**src/rtl/pwm_duty_ramp_if.sv**
```systemverilog
// Target-duty command channel between a motor controller and pwm_duty_ramp.
// The master offers tgt_duty with tgt_valid; the ramp block answers with tgt_ready.
interface pwm_duty_ramp_if #(
   parameter int unsigned WIDTH = 10
) ();

   logic [WIDTH-1:0] tgt_duty;
   logic             tgt_valid;
   logic             tgt_ready;

   modport master (
      output tgt_duty,
      output tgt_valid,
      input  tgt_ready
   );

   modport slave (
      input  tgt_duty,
      input  tgt_valid,
      output tgt_ready
   );

endinterface

```
**src/rtl/pwm_duty_ramp.sv**
```systemverilog
// Slew-rate-limited duty controller for one pwm_gen channel: walks duty toward the
// accepted target by at most step counts per PWM period, with immediate emergency stop.
module pwm_duty_ramp #(
   parameter int unsigned WIDTH = 10
) (
   input  logic             clk,
   input  logic             rst,
   input  logic             period_end_i,
   input  logic [WIDTH-1:0] step_i,
   input  logic             estop_i,
   pwm_duty_ramp_if.slave   tgt_if,
   output logic [WIDTH-1:0] duty_o,
   output logic             busy_o,
   output logic             at_target_o
);

   typedef enum logic [1:0] {
      StIdle = 2'd0,
      StRamp = 2'd1,
      StStop = 2'd2
   } state_e;

   state_e           state_q;
   logic [WIDTH-1:0] tgt_q;
   logic [WIDTH-1:0] duty_q;
   logic             busy_q;
   logic             at_target_q;
   logic             ready_q;

   logic             accept;
   logic [WIDTH:0]   diff;
   logic [WIDTH-1:0] mag;
   logic             land;

   // diff[WIDTH] set means the target lies below the current duty.
   always_comb begin
      accept = tgt_if.tgt_valid & ready_q;
      diff   = {1'b0, tgt_q} - {1'b0, duty_q};
      mag    = diff[WIDTH] ? (duty_q - tgt_q) : (tgt_q - duty_q);
      land   = (step_i == '0) || (mag <= step_i);
   end

   always_ff @(posedge clk) begin
      if (rst) begin
         state_q     <= StIdle;
         tgt_q       <= '0;
         duty_q      <= '0;
         busy_q      <= 1'b0;
         at_target_q <= 1'b0;
         ready_q     <= 1'b0;
      end else if (estop_i) begin
         state_q     <= StStop;
         tgt_q       <= '0;
         duty_q      <= '0;
         busy_q      <= 1'b0;
         at_target_q <= 1'b0;
         ready_q     <= 1'b0;
      end else begin
         at_target_q <= 1'b0;
         ready_q     <= 1'b1;
         unique case (state_q)
            StIdle: begin
               if (accept) begin
                  tgt_q <= tgt_if.tgt_duty;
                  if (tgt_if.tgt_duty != duty_q) begin
                     state_q <= StRamp;
                     busy_q  <= 1'b1;
                  end
               end else if (tgt_q != duty_q) begin
                  // A retarget that landed together with a ramp completion.
                  state_q <= StRamp;
                  busy_q  <= 1'b1;
               end
            end
            StRamp: begin
               if (accept) begin
                  tgt_q <= tgt_if.tgt_duty;
               end
               if (period_end_i) begin
                  if (land) begin
                     duty_q      <= tgt_q;
                     state_q     <= StIdle;
                     busy_q      <= 1'b0;
                     at_target_q <= 1'b1;
                  end else if (diff[WIDTH]) begin
                     duty_q <= duty_q - step_i;
                  end else begin
                     duty_q <= duty_q + step_i;
                  end
               end
            end
            StStop: begin
               state_q <= StIdle;
               duty_q  <= '0;
            end
            default: begin
               state_q <= StIdle;
            end
         endcase
      end
   end

   assign duty_o           = duty_q;
   assign busy_o           = busy_q;
   assign at_target_o      = at_target_q;
   assign tgt_if.tgt_ready = ready_q;

endmodule

```
**src/flat_wrapper.sv**
```systemverilog
// flat-port wrapper written by rule: the top's interface ports become plain ports
module pwm_duty_ramp_flat 
#(
   parameter int unsigned WIDTH = 10
)
  (clk, rst, period_end_i, step_i, estop_i, duty_o, busy_o, at_target_o, tgt_if_tgt_duty, tgt_if_tgt_valid, tgt_if_tgt_ready);
  pwm_duty_ramp_if #(.WIDTH(WIDTH)) tgt_if_i ();
  input  logic clk;
  input  logic rst;
  input  logic period_end_i;
  input  logic [WIDTH-1:0] step_i;
  input  logic estop_i;
  output logic [WIDTH-1:0] duty_o;
  output logic busy_o;
  output logic at_target_o;
  input wire logic [$bits(tgt_if_i.tgt_duty)-1:0] tgt_if_tgt_duty;
  input wire logic [$bits(tgt_if_i.tgt_valid)-1:0] tgt_if_tgt_valid;
  output wire logic [$bits(tgt_if_i.tgt_ready)-1:0] tgt_if_tgt_ready;
  assign tgt_if_i.tgt_duty = tgt_if_tgt_duty;
  assign tgt_if_i.tgt_valid = tgt_if_tgt_valid;
  assign tgt_if_tgt_ready = tgt_if_i.tgt_ready;
  pwm_duty_ramp #(.WIDTH(WIDTH)) u_core (.clk(clk), .rst(rst), .period_end_i(period_end_i), .step_i(step_i), .estop_i(estop_i), .tgt_if(tgt_if_i), .duty_o(duty_o), .busy_o(busy_o), .at_target_o(at_target_o));
endmodule
```
**config.mk**
```make
export PLATFORM = sky130hd
export DESIGN_NAME = pwm_duty_ramp_flat
export DESIGN_NICKNAME = d
export VERILOG_FILES = /design/src/rtl/pwm_duty_ramp_if.sv /design/src/rtl/pwm_duty_ramp.sv /design/src/flat_wrapper.sv
export SDC_FILE = /design/constraint.sdc
export NUM_CORES = 1
export LEC_CHECK = 0
export CELL_PAD_IN_SITES_DETAIL_PLACEMENT = 0
export CELL_PAD_IN_SITES_GLOBAL_PLACEMENT = 2
export CORE_MARGIN = 3
export CORE_UTILIZATION = 38
export DETAILED_ROUTE_END_ITERATION = 7
export DONT_BUFFER_PORTS = 1
export PLACE_DENSITY = 0.85
export SETUP_SLACK_MARGIN = 0.3
export SLEW_MARGIN = 20
export SYNTH_ARGS = -nofsm -noshare
export SYNTH_HDL_FRONTEND = slang
export SYNTH_SLANG_ARGS = --single-unit
```
**constraint.sdc**
```tcl
create_clock -name clk -period 4.7 [get_ports clk]
set_clock_uncertainty 0.15 [all_clocks]
set_input_delay 0.94 -clock clk [delete_from_list [all_inputs] [get_ports clk]]
set_output_delay 0.94 -clock clk [all_outputs]
set_load 0.01 [all_outputs]
```
Yosys cells after proc, flatten, opt, wreduce, memory -nomap -nowiden:

Cells that the tools add are included.

* input bits: 25
* output and inout bits: 13
* word-level logic and storage cells: 61
* flip-flop bits (word level): 25

* bitwise operators: 3
* reductions and logical operators: 13
* eq/ne operators: 12
* mux-type cells: 20
* magnitude comparators: 1
* $add $sub $neg: 5

Operator list (number)
* 2-to-1 mux 10 bit: 4
* subtractor 10 bit: 3
* != test 10 bit: 2
* case mux 10 bit (2 select lines): 1
* 2-to-1 mux 2 bit: 6
* subtractor 10 x 10 -> 11 bit: 1
* adder 10 bit: 1
* <= comparator 10 bit: 1
* zero test 10 bit: 1
* AND reduction 4 bit: 2
* 2-to-1 mux 1 bit: 7
* != test 3 bit (second input constant): 2
* AND reduction 5 bit: 1
* != test 4 x 2 -> 1 bit (second input constant): 1
* != test 4 bit (second input constant): 1
* case mux 2 bit (2 select lines): 1
* AND reduction 2 bit: 2
* nonzero test 2 bit: 2
* OR reduction 2 bit: 2
* OR reduction 4 bit: 1
* != test 3 x 1 -> 1 bit (second input constant): 1
* != test 3 x 2 -> 1 bit (second input constant): 1
* == test 2 x 1 -> 1 bit (second input constant): 1
* == test 2 bit (second input constant): 1
* other kinds (7): 8

Logic depth before layout (Yosys ltp):

Gate-level depths: netlist (run 1).

* depth after elaboration: 8
* depth in mapped cells: 19
* gate-level depth less buffers: 18

Least setup slack after synthesis (run 1):

No wires, ideal clock.

* path kind: register to register
* start: reg u_core.duty_q[1], in the netlist u_core.duty_o[1]
* end: reg u_core.duty_q[1], in the netlist u_core.duty_o[1]
* cell stages (with the launch flop): 18
* clock period less this slack: 3.915 ns
* required time: 4.426 ns
* path buffers: 2
* data arrival time: 3.642 ns
* slack: 0.785 ns
* cell sequence: dfxtp_1 > inv_1 > fa_1 > a21oi_1 > o21a_1 > o211a_4 > buf_2 > nor2_1 > o22ai_1 > xor2_1 > ha_1 > nand4_1 > nor3_1 > nor4_1 > a311oi_4 > buf_6 > mux2i_1 > o21ai_1

* longest elaborated chain between the ends: 7

Ends and longest elaborated chain
* start, declared: RTL line pwm_duty_ramp.sv:25 `logic [WIDTH-1:0] duty_q;`
* start signal, assigned: RTL line pwm_duty_ramp.sv:81 `duty_q <= tgt_q;`
* start signal, assigned: RTL line pwm_duty_ramp.sv:86 `duty_q <= duty_q - step_i;`
* start signal, assigned: RTL line pwm_duty_ramp.sv:88 `duty_q <= duty_q + step_i;`
* subtractor 10 x 10 -> 11 bit / subtractor 10 bit (equally long branches): RTL line pwm_duty_ramp.sv:38, pwm_duty_ramp.sv:39
* 2-to-1 mux 10 bit: RTL line pwm_duty_ramp.sv:39 `mag = diff[WIDTH] ? (duty_q - tgt_q) : (tgt_q - duty_q);`
* <= comparator 10 bit: RTL line pwm_duty_ramp.sv:40 `land = (step_i == '0) || (mag <= step_i);`
* logical OR 1 bit: RTL line pwm_duty_ramp.sv:40
* 2-to-1 mux 10 bit (*): RTL line pwm_duty_ramp.sv:80 `if (land) begin`
* 2-to-1 mux 10 bit (*): RTL line pwm_duty_ramp.sv:79 `if (period_end_i) begin`
* case mux 10 bit (2 select lines) (*): RTL line pwm_duty_ramp.sv:61 `unique case (state_q)`

Mark *: on every way between the ends. The rest lies on a longest branch, timed or not. The select of a mux whose other input is x is not followed.
A chain may end at the register's enable or synchronous reset.

Worst setup path after layout (run 1):

* start: reg u_core.duty_q[7], in the netlist u_core.duty_o[7]
* end: reg u_core.duty_q[8], in the netlist u_core.duty_o[8]

Same word-level chain as after synthesis.

==> metrics.log, run 1 <==
INFO  metric worst-slew-pin-transition = 0.575 ns
INFO  metric dpl.hpwl = 5950 um
INFO  metric drv_slew = 0
INFO  metric gp_congestion = 0.847
INFO  metric min_delay_worst_endpoint = u_core.tgt_q[9]$_SDFFE_PP0P_
INFO  metric worstHoldStart = u_core.tgt_q[9]$_SDFFE_PP0P_
INFO  metric crit_arrival = 4.10 ns
INFO  metric num_antenna_cells = 0
INFO  metric fin_setup_tns = 0 ns
INFO  metric hp-class = flop to flop
INFO  metric final.fill_count = 725
INFO  metric initialDrtViolationCount = 92
INFO  metric floorplan.die.width = 90.7 um
INFO  metric detailroute.via_count = 2367
INFO  metric drive_gt1_share = 7.98%
INFO  metric irDropWorstVdd = 0.000190 V
INFO  metric postSynthRegisterBits = 25
INFO  metric cts_inserted_buffers = 3
INFO  metric worst-r2r-cell-count = 17
INFO  metric syn_to_final_growth = 7.76%
INFO  metric grt_pass1_vias = 2308
INFO  metric timing.final.hold_violations = 0
INFO  metric initial_standard_cell_utilization_of_the_core = 39.7%
INFO  metric start_kind = flop
INFO  metric clk_pin_slew = 0.08 ns
INFO  metric synth.net_count = 414
INFO  metric power_per_cell_area = 181 nW/um^2
INFO  metric drt_drc_violations_left = 0
INFO  metric grt_setup_unrepaired = no
INFO  metric portion_of_the_clock_cycle_consumed_by_the_worst_path_in_the_final_layout = 87.0%
INFO  metric final_area = 2940 um^2
INFO  metric dieHeight = 90.7 um
INFO  metric dominant_combinational_cell_family_by_area_after_synthesis = compound AO/OA/AOI/OAI gates
INFO  metric critical_path_class = flop to flop
INFO  metric netlist-cell-type-count = 50
INFO  metric hold_depth = 2
INFO  metric avgRoutedWirePerCell = 15.8 um
INFO  metric ctsHtreeMaxLevel = 1
INFO  metric synth-edff-count = 0
INFO  metric tritoncts_clock_tree = done
INFO  metric grt-ovfl-total = 0
INFO  metric p_leak = 1.13 nW
INFO  metric antenna_violating_nets_post_route = 0
INFO  metric grt_first_pass_wirelength = 11600 um
INFO  metric maximum_number_of_pins_on_one_net_before_global_route_repair = 17
INFO  metric yosys.area.top_type = dfxtp_1
INFO  metric setup_viol = 0
INFO  metric syn_area = 2720 um^2
INFO  metric critical_path.reg2reg.startpoint = u_core.duty_o[7]$_SDFFE_PP0P_
INFO  metric cp_max_fo = 13
INFO  metric synth_area_per_cell = 7.85 um^2
INFO  metric grt_antenna_before_repair = 0
INFO  metric cts.root.buffer_cell = clkbuf_8
INFO  metric port-buffer-count = 0
INFO  metric crit_path_end_kind = flop
INFO  metric viasPerCell = 5.30
INFO  metric synth_async_sr_flop_share = 0%
INFO  metric crit_path_required_time = 4.71 ns
INFO  metric placedInstanceArea = 2840 um^2
INFO  metric design.final.nets = 419
INFO  metric synth_simple_gate_area_share = 17.1%
INFO  metric ctsLongestPathBuffers = 2
INFO  metric global_route.usage.total = 17.3%
INFO  metric r2r_setup_slack = 0.61 ns
INFO  metric synthXorXnorAreaFrac = 10.3%
INFO  metric fp.dieArea = 8220 um^2
INFO  metric synth-compound-area-share = 22.2%
INFO  metric postSynthCellCount = 347
INFO  metric ios = 38
INFO  metric achievable-frequency = 244 MHz
INFO  metric clock-sinks = 25
INFO  metric worstReg2RegEnd = u_core.duty_o[8]$_SDFFE_PP0P_
INFO  metric share_of_synthesized_area_occupied_by_flip_flops_and_latches = 18.4%
INFO  metric row_count = 30
INFO  metric post-synth-top-area-fraction = 18.4%
INFO  metric drt_wl_total = 7060 um
INFO  metric fin_crit = 4.09 ns
INFO  metric run_status = completed
INFO  metric synthMuxAreaShare = 4.78%
INFO  metric floorplan.core_area = 6870 um^2
INFO  metric dominantRegCellSynth = dfxtp_1
INFO  metric first_pass_iters = 4
INFO  metric fin_ws = 0.609 ns
INFO  metric leading_cell_types_by_total_area_after_synthesis = dfxtp_1, ha_1, xnor2_1, nand2_1, a21oi_1
INFO  metric placement.setup.worst_slack = 0.407 ns
INFO  metric synthesis.yosys.warnings = 0
INFO  metric max_slew_margin = 61.4%
INFO  metric post_synth_fa_ha_maj_area_fraction = 20.1%
INFO  metric clkLatencyLatePin = 0.27 ns
INFO  metric drv.max_cap_violation_count = 0
synth_stat cells, types with 2 or more instances:
cell type,instances
a211oi_1,7
a21o_1,4
a21oi_1,30
a22oi_1,2
a31oi_1,2
a32o_1,2
buf_2,3
clkbuf_1,5
dfxtp_1,25
fa_1,3
ha_1,39
inv_1,40
mux2i_1,13
nand2_1,42
nand2b_1,2
nand3_1,7
nand4_1,6
nor2_1,15
nor2b_1,4
nor3_1,4
nor4_1,2
o2111ai_1,2
o211ai_1,4
o21a_1,4
o21ai_0,10
o21ai_1,13
o31ai_1,2
or2_2,2
or3_1,2
xnor2_1,25
xor2_1,7
layer usage:
layer,routed length [um],vias up,GRT usage [%]
met2,3190,49,28.1
met1,3450,1092,24.5
met5,0,-,0
met3,369,4,2.42
met4,53,0,3.32
li1,-,1222,-
cell families after synthesis:
group                      Yosys count
AOI/OAI and AO/OA                   92
xor gates and xnor gates            32
adders and majority gates           42
buffers and inverters               49
DFF                                 25
muxes                               13
and+or+nand+nor                     94
critical path: stages, from the launching register on:
cell,delay (ns)
dfxtp_2,0.44
inv_1,0.07
ha_1,0.39
and2_2,0.21
nand4_2,0.19
o211a_4,0.36
a22oi_1,0.20
o211ai_1,0.11
a31oi_1,0.21
xnor2_1,0.09
ha_1,0.30
nand4_1,0.12
nor3_1,0.25
nor4_2,0.09
a311oi_4,0.22
buf_6,0.24
mux2i_1,0.10
a32o_1,0.25
registers in the layout, summed over array words and instances, names as in the netlist:
signal	flops
u_core.tgt_q	10
u_core.busy_o	1
u_core.state_q	2
u_core.duty_o	10
u_core.tgt_if.tgt_ready	1
u_core.at_target_o	1
area by class of cell:
cell class	instances	area [um^2]	area share, %
repair buffers	9	71.3	2.43
well taps	96	120	4.09
inverters	40	150	5.12
flip-flops and latches	25	504	17.2
clock inverters	1	5.00	0.171
clock buffers	3	41.3	1.41
multi-input cells	273	2040	69.6
worst max-delay path by stage:
stage / start / endpoint / slack, ns / cells past startpoint
CTS: u_core.duty_o[0]$_SDFFE_PP0P_ / u_core.duty_o[8]$_SDFFE_PP0P_ / 0.38 / 18
global route: u_core.tgt_q[0]$_SDFFE_PP0P_ / u_core.duty_o[8]$_SDFFE_PP0P_ / 0.31 / 18
detailed placement: u_core.duty_o[7]$_SDFFE_PP0P_ / u_core.duty_o[0]$_SDFFE_PP0P_ / 0.41 / 17
finish: u_core.duty_o[7]$_SDFFE_PP0P_ / u_core.duty_o[8]$_SDFFE_PP0P_ / 0.61 / 17
floorplan: u_core.duty_o[1]$_SDFFE_PP0P_ / u_core.duty_o[1]$_SDFFE_PP0P_ / 0.78 / 17
global placement: u_core.duty_o[7]$_SDFFE_PP0P_ / u_core.duty_o[0]$_SDFFE_PP0P_ / 0.44 / 17
per-stage QoR:
stage / cells / utilization [%] / hold slack (ns) / total power, mW
after floorplan: 347 / - / 0.302 / 0.367
after global placement: 440 / 41.4 / 0.341 / 0.402
after detailed placement: 440 / 41.4 / 0.351 / 0.402
after CTS: 444 / 42.1 / 0.364 / 0.529
after global routing: 447 / 42.7 / 0.390 / 0.566
final: 447 / 42.7 / 0.363 / 0.530
what timing repair did:
| action | in CTS | in global routing |
|---|---|---|
| buffers inserted | 0 | 3 |
| gates resized for setup | 0 | 7 |
| endpoints found under the hold margin | 0 | 0 |
| endpoints found under the setup margin | 0 | 12 |
| hold buffers | 0 | 0 |
cells in the final DEF (no fill, tap or decap), types with 10 or more instances in the layout:
cell type	instances
nand2_1	42
inv_1	40
xnor2_1	24
dfxtp_1	22
ha_1	39
o21ai_1	13
a21oi_1	30
mux2i_1	13
nor2_1	15
o21ai_0	10
where the power goes:
| part | internal [mW] | switching (mW) |
|---|---|---|
| combinational | 0.0842 | 0.102 |
| clock | 0.0592 | 0.0665 |
| sequential | 0.215 | 0.00391 |
| total | 0.358 | 0.172 |
Power figures use the tool's default switching activity.
==> inputs of run 2 (changes only) <==
--- a/config.mk
+++ b/config.mk
@@ -13,7 +13,7 @@
 export DONT_BUFFER_PORTS = 1
 export PLACE_DENSITY = 0.85
 export SETUP_SLACK_MARGIN = 0.3
-export SLEW_MARGIN = 20
+export SLEW_MARGIN = 25
 export SYNTH_ARGS = -nofsm -noshare
 export SYNTH_HDL_FRONTEND = slang
 export SYNTH_SLANG_ARGS = --single-unit
==> results of run 2 <==
The final DEF is identical to that of run 1; final timing and power are the same.
==> inputs of run 3 (changes only) <==
--- a/config.mk
+++ b/config.mk
@@ -5,9 +5,10 @@
 export SDC_FILE = /design/constraint.sdc
 export NUM_CORES = 1
 export LEC_CHECK = 0
+export ABC_CLOCK_PERIOD_IN_PS = 4700
 export CELL_PAD_IN_SITES_DETAIL_PLACEMENT = 0
 export CELL_PAD_IN_SITES_GLOBAL_PLACEMENT = 2
-export CORE_MARGIN = 3
+export CORE_MARGIN = 2
 export CORE_UTILIZATION = 38
 export DETAILED_ROUTE_END_ITERATION = 7
 export DONT_BUFFER_PORTS = 1
==> run 3 against run 2 <==
  * Sequential power barely moved
  * Global-route usage up 1.3 points
  * Cell count stayed put
  * Non-clock buffer count unchanged
  * Via count is 0.72% higher
  * Wire length decreased by 0.25%
  * Clock power barely moved
  * Setup slack got worse by 0.073 ns
  * Sequential cell count did not move
  * Clock-buffer cell count stayed put
  * Fmax down 1.8%
==> metrics.log, run 3 (synthesized netlist as in run 1, its figures left out) <==
INFO  metric final.hold.worst_slack = 0.335 ns
INFO  metric max_slew_margin = 61.6%
INFO  metric design.final.nets = 419
INFO  metric cts_inserted_buffers = 3
INFO  metric drive_gt1_share = 8.55%
INFO  metric antenna_violating_nets_post_route = 0
INFO  metric syn_to_final_growth = 7.90%
INFO  metric clock-sinks = 25
INFO  metric hp-class = flop to flop
INFO  metric gp_congestion = 0.845
INFO  metric global_route.usage.total = 18.6%
INFO  metric floorplan.core_area = 6870 um^2
INFO  metric tritoncts_clock_tree = done
INFO  metric port-buffer-count = 0
INFO  metric drt_wl_total = 7040 um
INFO  metric fin_crit = 4.16 ns
INFO  metric instances_no_fill = 447
INFO  metric maximum_number_of_pins_on_one_net_before_global_route_repair = 17
INFO  metric initial_standard_cell_utilization_of_the_core = 39.7%
INFO  metric timing.final.hold_violations = 0
INFO  metric final.fill_count = 702
INFO  metric drt_drc_violations_left = 0
INFO  metric grt_pass1_vias = 2263
INFO  metric hold_buffers = 0
INFO  metric achievable-frequency = 240 MHz
INFO  metric run_status = completed
INFO  metric cts.root.buffer_cell = clkbuf_8
INFO  metric worst-slew-pin-transition = 0.574 ns
INFO  metric row_count = 30
INFO  metric start_kind = flop
INFO  metric fp.dieArea = 7860 um^2
INFO  metric num_antenna_cells = 0
INFO  metric grt_first_pass_wirelength = 11300 um
INFO  metric detailroute.via_count = 2384
INFO  metric dieHeight = 88.7 um
INFO  metric layout.core_utilization = 42.8%
INFO  metric grt_setup_unrepaired = yes
INFO  metric irDropWorstVdd = 0.000189 V
INFO  metric grt_antenna_before_repair = 0
INFO  metric first_pass_iters = 4
INFO  metric fin_setup_tns = 0 ns
INFO  metric crit_arrival = 4.18 ns
INFO  metric crit_path_end_kind = flop
INFO  metric ios = 38
INFO  metric clk_pin_slew = 0.09 ns
INFO  metric post-place-cells = 441
INFO  metric portion_of_the_clock_cycle_consumed_by_the_worst_path_in_the_final_layout = 88.6%
INFO  metric drv_slew = 0
INFO  metric drv.max_cap_violation_count = 0
INFO  metric floorplan.die.width = 88.7 um
INFO  metric setup_viol = 0
INFO  metric grt-ovfl-total = 0
INFO  metric p_leak = 1.13 nW
INFO  metric critical_path_class = flop to flop
INFO  metric layout.cells.most_common = nand2_1
INFO  metric ctsLongestPathBuffers = 2
INFO  metric crit_path_required_time = 4.72 ns
INFO  metric initialDrtViolationCount = 133
INFO  metric avgRoutedWirePerCell = 15.8 um
INFO  metric power_per_cell_area = 182 nW/um^2
INFO  metric viasPerCell = 5.33
INFO  metric clkLatencyLatePin = 0.27 ns
INFO  metric cp_max_fo = 12
INFO  metric layout.cells.most_common_list = nand2_1, inv_1, ha_1
INFO  metric dpl.hpwl = 5910 um
INFO  metric ctsHtreeMaxLevel = 1
## run 3: cell counts in the layout (fill, tap and decap cells not counted)
No cell type changed its count.
## run 3: area by class of cell
| cell class | instances | area, um^2 | area share (%) |
|---|---|---|---|
| Inverter | 40 | 150 | 5.11 |
| Tap cell | 96 | 120 | 4.09 |
| Timing Repair Buffer | 9 | 71.3 | 2.43 |
| Clock inverter | 1 | 5.00 | 0.170 |
| Clock buffer | 3 | 41.3 | 1.40 |
| Multi-Input combinational cell | 273 | 2040 | 69.6 |
| Sequential cell | 25 | 507 | 17.2 |
## run 3: path summary, 6_finish.rpt
path                                startpoint                       endpoint  slack [ns]  cells after the start
setup reg to reg  u_core.tgt_q[0]$_SDFFE_PP0P_  u_core.duty_o[8]$_SDFFE_PP0P_        0.54                     18
hold reg to reg   u_core.tgt_q[0]$_SDFFE_PP0P_   u_core.tgt_q[0]$_SDFFE_PP0P_        0.34                      2
hold / removal    u_core.tgt_q[0]$_SDFFE_PP0P_   u_core.tgt_q[0]$_SDFFE_PP0P_        0.34                      2
setup / recovery  u_core.tgt_q[0]$_SDFFE_PP0P_  u_core.duty_o[8]$_SDFFE_PP0P_        0.54                     18
## run 3: worst max-delay path: stages (launching register included)
cell      delay, ns
dfxtp_1        0.34
inv_1          0.07
ha_1           0.17
inv_1          0.08
fa_1           0.39
a21oi_1        0.20
o21a_1         0.25
o211ai_1       0.24
a211oi_2       0.29
o22ai_1        0.12
xor2_1         0.17
ha_1           0.30
nand4_1        0.16
nor3_2         0.23
nor4_2         0.08
a311oi_4       0.22
buf_6          0.24
mux2i_1        0.10
a32o_1         0.26
## run 3: power by group
| group | switching [mW] | internal (mW) | total, mW |
|---|---|---|---|
| Combinational | 0.104 | 0.0838 | 0.187 |
| Sequential | 0.00402 | 0.215 | 0.219 |
| Clock | 0.0698 | 0.0594 | 0.129 |
## run 3: what timing repair did
action                     in CTS  in global routing
resized for setup               0                  9
setup endpoints to repair       0                 12
buffers inserted                0                  2
## run 3: metal layers
| metal | wire length, um | share of wire [%] | vias to the layer above | global-route usage, % |
|---|---|---|---|---|
| li1 | - | - | 1223 | - |
| met1 | 3530 | 50 | 1108 | 26.2 |
| met2 | 3200 | 45 | 47 | 30.5 |
| met3 | 258 | 3.7 | 6 | 2.24 |
| met4 | 50 | 0.71 | 0 | 3.99 |
| met5 | 0 | 0 | - | 0 |
## run 3: per-stage QoR
| step | cell area, um^2 | power, mW | setup slack [ns] |
|---|---|---|---|
| 2_1_floorplan | 2720 | 0.367 | 0.785 |
| 3_3_place_gp | 2850 | 0.404 | 0.518 |
| 3_5_place_dp | 2850 | 0.402 | 0.456 |
| 4_1_cts | 2900 | 0.532 | 0.427 |
| 5_1_grt | 2940 | 0.571 | 0.297 |
| 6_report | 2940 | 0.535 | 0.535 |
